$ cat src/rtl/nx_node_decoder_pkg.sv
// Shared message layout, command/parameter encodings and chunk widths for the node decoder.
package nx_node_decoder_pkg;

    localparam int unsigned LOAD_CHUNK_W     = 16;
    localparam int unsigned MASK_CHUNK_W     = 8;
    localparam int unsigned NODE_PARAM_WIDTH = 16;

    typedef enum logic [1:0] {
        CMD_LOAD    = 2'd0,
        CMD_SIGNAL  = 2'd1,
        CMD_CONTROL = 2'd2,
        CMD_RSVD    = 2'd3
    } node_command_t;

    typedef enum logic [2:0] {
        PARAM_NUM_INSTR  = 3'd0,
        PARAM_LOOPBACK   = 3'd1,
        PARAM_LOAD_RESET = 3'd2
    } node_param_t;

    typedef struct packed {
        logic [2:0]              pad;
        logic [LOAD_CHUNK_W-1:0] data;
    } node_load_t;

    typedef struct packed {
        logic [8:0] pad;
        logic [7:0] index;
        logic       is_seq;
        logic       value;
    } node_signal_t;

    typedef struct packed {
        logic [2:0]  param;
        logic [15:0] value;
    } node_control_t;

    typedef union packed {
        node_load_t    load;
        node_signal_t  sig;
        node_control_t ctrl;
    } node_payload_t;

    typedef struct packed {
        node_command_t command;
    } node_header_t;

    typedef struct packed {
        node_header_t  header;
        node_payload_t payload;
    } node_message_t;

endpackage

$ cat src/rtl/nx_node_decoder_load.sv
// LOAD path: pairs 16-bit chunks into instruction words and runs the store write handshake.
module nx_node_decoder_load
    import nx_node_decoder_pkg::*;
#(
    parameter int unsigned RAM_ADDR_W = 10,
    parameter int unsigned RAM_DATA_W = 32
) (
    input  logic                    clk,
    input  logic                    rst_n,
    input  logic                    load_valid,
    input  logic [LOAD_CHUNK_W-1:0] load_data,
    input  logic                    load_reset,
    input  logic                    ram_wr_ready,
    output logic                    wr_pending,
    output logic                    ram_wr_en,
    output logic [RAM_ADDR_W-1:0]   ram_addr,
    output logic [RAM_DATA_W-1:0]   ram_wr_data
);

    logic [LOAD_CHUNK_W-1:0] low_q;
    logic                    half_valid;
    logic [RAM_ADDR_W-1:0]   load_ptr;
    logic [RAM_DATA_W-1:0]   wr_data_q;

    // New messages are refused while a write is pending, so the write
    // completion and a new LOAD/LOAD_RESET never coincide.
    always_ff @(posedge clk or negedge rst_n) begin
        if (!rst_n) begin
            low_q      <= '0;
            half_valid <= 1'b0;
            load_ptr   <= '0;
            wr_data_q  <= '0;
            wr_pending <= 1'b0;
        end else begin
            if (wr_pending && ram_wr_ready) begin
                wr_pending <= 1'b0;
                load_ptr   <= load_ptr + 1'b1;
            end
            if (load_reset) begin
                load_ptr   <= '0;
                half_valid <= 1'b0;
            end else if (load_valid) begin
                if (!half_valid) begin
                    low_q      <= load_data;
                    half_valid <= 1'b1;
                end else begin
                    wr_data_q  <= {load_data, low_q};
                    wr_pending <= 1'b1;
                    half_valid <= 1'b0;
                end
            end
        end
    end

    assign ram_wr_en   = wr_pending;
    assign ram_addr    = load_ptr;
    assign ram_wr_data = wr_data_q;

endmodule

$ cat src/rtl/nx_node_decoder.sv
// Inbound message decoder for a logic node: LOAD to the store, SIGNAL/CONTROL to node control.
// Optional drop statistics counter enabled by defining NX_NODE_DECODER_STATS_EN.
module nx_node_decoder
    import nx_node_decoder_pkg::*;
#(
    parameter int unsigned INPUTS     = 32,
    parameter int unsigned RAM_ADDR_W = 10,
    parameter int unsigned RAM_DATA_W = 32
) (
    input  logic                        i_clk,
    input  logic                        i_rst_n,
    input  node_message_t               i_msg_data,
    input  logic                        i_msg_valid,
    output logic                        o_msg_ready,
    output logic                        o_idle,
    output logic [RAM_ADDR_W-1:0]       o_ram_addr,
    output logic [RAM_DATA_W-1:0]       o_ram_wr_data,
    output logic                        o_ram_wr_en,
    input  logic                        i_ram_wr_ready,
    output logic [INPUTS-1:0]           o_loopback_mask,
    output logic [$clog2(INPUTS)-1:0]   o_input_index,
    output logic                        o_input_value,
    output logic                        o_input_is_seq,
    output logic                        o_input_update,
    output logic [NODE_PARAM_WIDTH-1:0] o_num_instr,
    output logic [15:0]                 o_drop_count
);

    localparam int unsigned IDX_W = $clog2(INPUTS);

    node_command_t cmd;
    node_signal_t  sig;
    node_control_t ctrl;
    logic          accept;
    logic          sig_ok;
    logic          wr_pending;

    assign cmd    = i_msg_data.header.command;
    assign sig    = i_msg_data.payload.sig;
    assign ctrl   = i_msg_data.payload.ctrl;
    assign accept = i_msg_valid && o_msg_ready;
    assign sig_ok = 32'(sig.index) < INPUTS;

    assign o_msg_ready = i_rst_n && !wr_pending;
    assign o_idle      = i_rst_n && !wr_pending && !i_msg_valid;

    nx_node_decoder_load #(
        .RAM_ADDR_W (RAM_ADDR_W),
        .RAM_DATA_W (RAM_DATA_W)
    ) u_load (
        .clk          (i_clk),
        .rst_n        (i_rst_n),
        .load_valid   (accept && (cmd == CMD_LOAD)),
        .load_data    (i_msg_data.payload.load.data),
        .load_reset   (accept && (cmd == CMD_CONTROL) && (ctrl.param == PARAM_LOAD_RESET)),
        .ram_wr_ready (i_ram_wr_ready),
        .wr_pending   (wr_pending),
        .ram_wr_en    (o_ram_wr_en),
        .ram_addr     (o_ram_addr),
        .ram_wr_data  (o_ram_wr_data)
    );

    always_ff @(posedge i_clk or negedge i_rst_n) begin
        if (!i_rst_n) begin
            o_loopback_mask <= '0;
            o_input_index   <= '0;
            o_input_value   <= 1'b0;
            o_input_is_seq  <= 1'b0;
            o_input_update  <= 1'b0;
            o_num_instr     <= '0;
        end else begin
            o_input_update <= 1'b0;
            if (accept) begin
                case (cmd)
                    CMD_SIGNAL: begin
                        if (sig_ok) begin
                            o_input_index  <= sig.index[IDX_W-1:0];
                            o_input_value  <= sig.value;
                            o_input_is_seq <= sig.is_seq;
                            o_input_update <= 1'b1;
                        end
                    end
                    CMD_CONTROL: begin
                        if (ctrl.param == PARAM_NUM_INSTR)
                            o_num_instr <= ctrl.value[NODE_PARAM_WIDTH-1:0];
                        // Matching the select against each chunk also rejects out-of-range selects.
                        if (ctrl.param == PARAM_LOOPBACK) begin
                            for (int unsigned c = 0; c < INPUTS / MASK_CHUNK_W; c++) begin
                                if (ctrl.value[15:8] == 8'(c))
                                    o_loopback_mask[c*MASK_CHUNK_W +: MASK_CHUNK_W] <= ctrl.value[7:0];
                            end
                        end
                    end
                    default: ;
                endcase
            end
        end
    end

`ifdef NX_NODE_DECODER_STATS_EN
    logic sel_ok;
    logic drop;

    assign sel_ok = 32'(ctrl.value[15:8]) < INPUTS / MASK_CHUNK_W;

    always_comb begin
        drop = 1'b0;
        if (accept) begin
            case (cmd)
                CMD_SIGNAL:  drop = !sig_ok;
                CMD_CONTROL: begin
                    case (ctrl.param)
                        PARAM_NUM_INSTR, PARAM_LOAD_RESET: drop = 1'b0;
                        PARAM_LOOPBACK:                    drop = !sel_ok;
                        default:                           drop = 1'b1;
                    endcase
                end
                CMD_RSVD:    drop = 1'b1;
                default:     drop = 1'b0;
            endcase
        end
    end

    always_ff @(posedge i_clk or negedge i_rst_n) begin
        if (!i_rst_n)
            o_drop_count <= '0;
        else if (drop && (o_drop_count != '1))
            o_drop_count <= o_drop_count + 1'b1;
    end
`else
    assign o_drop_count = '0;
`endif

endmodule

$ cat config.mk
export PLATFORM = sky130hd
export DESIGN_NAME = nx_node_decoder
export DESIGN_NICKNAME = d
export VERILOG_FILES = /design/src/rtl/nx_node_decoder_pkg.sv /design/src/rtl/nx_node_decoder_load.sv /design/src/rtl/nx_node_decoder.sv
export SDC_FILE = /design/constraint.sdc
export NUM_CORES = 1
export LEC_CHECK = 0
export CORE_MARGIN = 3
export CORE_UTILIZATION = 50
export CTS_CLUSTER_DIAMETER = 60
export CTS_CLUSTER_SIZE = 10
export DETAILED_ROUTE_END_ITERATION = 10
export PLACE_DENSITY = 0.84
export SYNTH_ARGS = -nofsm -noshare
export SYNTH_HDL_FRONTEND = slang
export SYNTH_SLANG_ARGS = --single-unit
$ cat constraint.sdc
create_clock -name i_clk -period 4.4 [get_ports i_clk]
set_input_delay 0.44 -clock i_clk [delete_from_list [all_inputs] [get_ports i_clk]]
set_output_delay 0.44 -clock i_clk [all_outputs]
set_load 0.1 [all_outputs]
# [Word level (Yosys, flattened, before mapping)]
# Cells that the tools add are included.
[op_classes] n_addsub=1 magnitude_cmp=1 n_eq_ne=7 mux=12 bitwise=2 n_reduce_logical=22
[ops] operator="10-bit two-way mux" n=2
[ops] operator="8-bit by 2-bit == test with 1-bit output, second input constant" n=2
[ops] operator="4-bit AND reduction" n=4
[ops] operator="3-bit AND reduction" n=4
[ops] operator="10-bit by 1-bit adder with 10-bit output, second input constant" n=1
[ops] operator="1-bit two-way mux" n=10
[ops] operator="8-bit by 1-bit == test with 1-bit output, second input constant" n=1
[ops] operator="8-bit logical NOT" n=1
[ops] operator="8-bit by 6-bit < comparator with 1-bit output, second input constant" n=1
[ops] operator="1-bit logical AND" n=7
[ops] operator="2-bit nonzero test" n=2
[ops] operator="3-bit by 1-bit == test with 1-bit output, second input constant" n=1
[ops] operator="3-bit by 2-bit == test with 1-bit output, second input constant" n=1
[ops] operator="3-bit logical NOT" n=1
[ops] operator="2-bit by 1-bit == test with 1-bit output, second input constant" n=1
[ops] operator="2-bit == test, second input constant" n=1
[ops] operator="1-bit logical NOT" n=2
[ops] operator="2-bit logical NOT" n=1
[ops] operator="1-bit inverter" n=2
[totals] ff_bits=116 wordCells=59

# [Logic depth before layout (Yosys ltp)]
[depth] ltp_word=7 depth_mapped=5 ltp_nobuf=4

# [Cells and area by module]
# Synthesis repeated with hierarchy kept, for this count alone.
[unflattened] cells_unflattened=310 area_unflattened_um2=4718.3
[modules_own_cells] mod="nx_node_decoder_load" instances=1 cells_each=161 area_per_inst_um2=2378.5
[modules_own_cells] mod="nx_node_decoder" instances=1 cells_each=149 area_per_inst_um2=2339.7

# [Worst setup path after synthesis]
# No wires, ideal clock.
[synth_path] path_type="register to output" from="register u_load.wr_pending, in the netlist u_load.ram_wr_en" to="output port o_idle" arrival_time_ns=2.419 setup_slack_ns=1.541 path_stages_with_launch=3 n_path_buf=0 path_cell_list="dfrtp_1 > nand2b_1 > nor2_1"
[synth_between] elab_chain_cells=3
[synth_rtl] element="from (decl)" line="nx_node_decoder_load.sv:14" text="output logic wr_pending,"
[synth_rtl] element="from (signal assigned)" line="nx_node_decoder_load.sv:33" text="wr_pending <= 1'b0;"
[synth_rtl] element="from (signal assigned)" line="nx_node_decoder_load.sv:36" text="wr_pending <= 1'b0;"
[synth_rtl] element="from (signal assigned)" line="nx_node_decoder_load.sv:48" text="wr_pending <= 1'b1;"
[synth_rtl] element="1-bit logical NOT" line="nx_node_decoder.sv:45" text="assign o_idle = i_rst_n && !wr_pending && !i_msg_valid;"
[synth_rtl] element="1-bit logical AND (2 in a row)" line="nx_node_decoder.sv:45"
[synth_rtl] element="to (decl)" line="nx_node_decoder.sv:15" text="output logic o_idle,"
# Every way passes these cells.

# [Final worst setup path]
[layout_path] from="input port i_rst_n" to="output port o_idle"
[layout_between] elab_chain_cells=2
[layout_rtl] element="from (decl)" line="nx_node_decoder.sv:11" text="input logic i_rst_n,"
[layout_rtl] element="1-bit logical AND (2 in a row)" line="nx_node_decoder.sv:45"
# Every way passes these cells.

==> metrics.csv <==
metric,value,unit
tightest_slew,1030,ps
criticalPathCategory,in -> out,
hold_viol,0,
synth.largest_area_cell,dfrtp_1,
cts.htree.levels,4,
post_cts_buffers,0,
ant_nets,0,
diodes,0,
drt-pass1-iter-count,4,
antenna_found_initial,0,
root_buffer,clkbuf_8,
cp_data_arrival_time,2280,ps
setup_tns,0,ps
finClkSkew,4.72,ps
cp.required,3960,ps
grt.total_usage,21.7,%
start_util,51.8,%
yosysMostFrequentCell,dfrtp_1,
die_h,104,µm
clk_path_buf_depth,2,
clock_latency,500,ps
slew_headroom,31.0,%
die_w,104,µm
use_met3,10.4,%
grt_overflow,0,
grt_pass1_wl,18300,µm
irDropWorstVdd,0.419,mV
worstPathCellList,dlygate4sd3_1 -> buf_4 -> nand2b_1 -> nor2_1 -> buf_4,
endpoint,o_idle,
placed_area,6090,µm²
synth_cells,314,
power.density,709,nW/µm²
finalNetCount,478,
grt_pass1_vias,3412,
synth_enable_flop_cells,0,
yosys_warnings,0,
clkSinkCount,116,
synth_ff_type,dfrtp_1,
period_needed,2720,ps
die-area,10800,µm²
finalCritPeriodShare,61.9,%
final_cell_area,6690,µm²
cp_slowest_cell,buf_4,
seqPwrFrac,30.1,%
coreArea,9280,µm²
r2r_slack,2290,ps
yosysSeqAreaShare,60.4,%
grt.met2_usage,35.6,%
synth-seq-cells,116,
holdWs,484,ps
cp_common_cell,buf_4,
async_flop_share,100,%
final_cells,594,
cts_resized,0,
io_buffer_count,125,
cts_tree,done,
layout-drive-gt1-share,25.2,%
syn_area,4810,µm²
synth.top_cells.by_count,"116 x dfrtp_1, 71 x mux2_2, 32 x mux2_1, 17 x buf_4, 8 x a21oi_1",
rows,35,
finalPower,4.74,mW
post-place-cells,561,
area.growth.synth_to_final,39.1,%
routed_via_density,5.34,
fmax,0.367,GHz
rsz0062_at_grt,false,
status,completed,
synth.distinct_cells,39,
met1_usage,25.6,%
drc,0,
min_delay_path_depth,1,
via_count,3170,
crit_path_max_fanout,53,
reg2reg_depth,3,
pwr-share-comb,41.2,%
crit_path_start,i_rst_n,
leakage,3.07,nW
grt_max_degree,68,
swShare,45.2,%
path_clk_slew,60,ps
numCtsBuffers,17,
ios,142,
finalWirelength,11300,µm
end_kind,output port,
timing.rr.start,u_load.ram_wr_en,
grt.busiest_layer,met2,
setup_viol,0,
yosysTopAreaCellShare,60.4,%
power_frac_clock,28.7,%
p_int,2.60,mW
wire_per_inst,19.1,µm
maxSlewViolCount,0,
place_ws,1750,ps
fin_util,72.1,%
cap_viol_max_count,0,
worstReg2RegEnd,u_load.ram_wr_data[5],
max_stage_delay,530,ps
syn_avg_cell_area,15.3,µm²
drtIter0Drc,75,
hold_class,reg -> reg,
start_kind,input pin,
layout_setup_ws,1680,ps
hpwlAfterDp,7540,µm
gp_congestion,0.749,
p_sw,2.14,mW
yosys-top-cells-area,"dfrtp_1 60%, mux2_2 17%, mux2_1 7.5%",
[what timing repair did]
item                                    CTS  global route
endpoints found under the hold margin    32             0
hold buffers                              1             0
endpoints found under the setup margin    0             0
[cell type report]
type | instances | area, µm²
clock inverters | 12 | 155
repair buffers | 127 | 1260
well taps | 129 | 161
inverters | 4 | 15.0
fillers | 625 | 2590
clock buffers | 20 | 435
multi-input cells | 186 | 1760
flip-flops and latches | 116 | 2900
[per-layer routing]
layer	vias to the layer above	part of all wire, %	routed length (µm)
li1	1400	-	-
met1	1628	41	4600
met2	129	49	5590
met3	13	9.0	1020
met4	0	1.0	113
met5	-	0	0
[worst min path at each step]
stage               startpoint               endpoint  slack [ps]
2_1_floorplan          i_rst_n       o_input_index[0]         140
3_3_place_gp   u_load.low_q[7]  u_load.ram_wr_data[7]         470
3_5_place_dp   u_load.low_q[3]  u_load.ram_wr_data[3]         480
4_1_cts        u_load.low_q[0]  u_load.ram_wr_data[0]         490
5_1_grt        u_load.low_q[1]  u_load.ram_wr_data[1]         520
6_report       u_load.low_q[0]  u_load.ram_wr_data[0]         480
[cells by family after synthesis]
| family | count (synthesis) | synth area share (%) |
|---|---|---|
| AO/OA/AOI/OAI | 18 | 2.08 |
| XOR/XNOR | 2 | 0.364 |
| adder cells (fa/ha/maj) | 1 | 0.260 |
| buffers and inverters | 27 | 4.24 |
| flip-flops | 116 | 60.4 |
| multiplexers | 103 | 24.1 |
| other | 1 | 0.0780 |
| AND/OR/NAND/NOR | 46 | 8.51 |
[power groups by stage]
stage                     Combinational (mW)  Sequential, mW  Clock, mW
final                                   1.96            1.43       1.36
after detailed placement                1.95            1.44          0
after CTS                               1.97            1.43       1.39
after global placement                  1.93            1.42          0
after floorplan                        0.281            2.63          0
after global routing                    2.01            1.46       1.43
[registers in the layout, indices dropped and copies added, names as in the netlist]
signal              cells
u_load.ram_wr_en        1
o_input_update          1
o_num_instr            16
u_load.low_q           16
u_load.half_valid       1
u_load.ram_wr_data     32
o_input_is_seq          1
o_input_value           1
u_load.ram_addr        10
o_loopback_mask        32
o_input_index           5
[placed cells by master, fill, tap and decap left out, types with 2 or more instances in the layout]
master / count
a21oi_1: 8
buf_4: 4
bufinv_16: 3
clkbuf_1: 2
clkbuf_16: 16
clkbuf_8: 2
clkdlybuf4s50_1: 122
clkinv_2: 3
clkinv_4: 3
clkinvlp_4: 2
conb_1: 16
dfrtp_1: 116
inv_1: 4
mux2_1: 32
mux2_2: 71
nand2_1: 4
nand2b_1: 2
nand3_1: 4
nand4_1: 3
nand4_2: 4
nor2_1: 3
nor3b_1: 2
nor4_4: 2
nor4bb_1: 2
o21ai_0: 6
o31ai_1: 3
or3_1: 4
or4_1: 3
[critical path: cells and delay by family]
family	cells	cell delay (ps)
buffers and inverters	3	1360
AND/OR/NAND/NOR	2	440
Power figures use the tool's default switching activity.
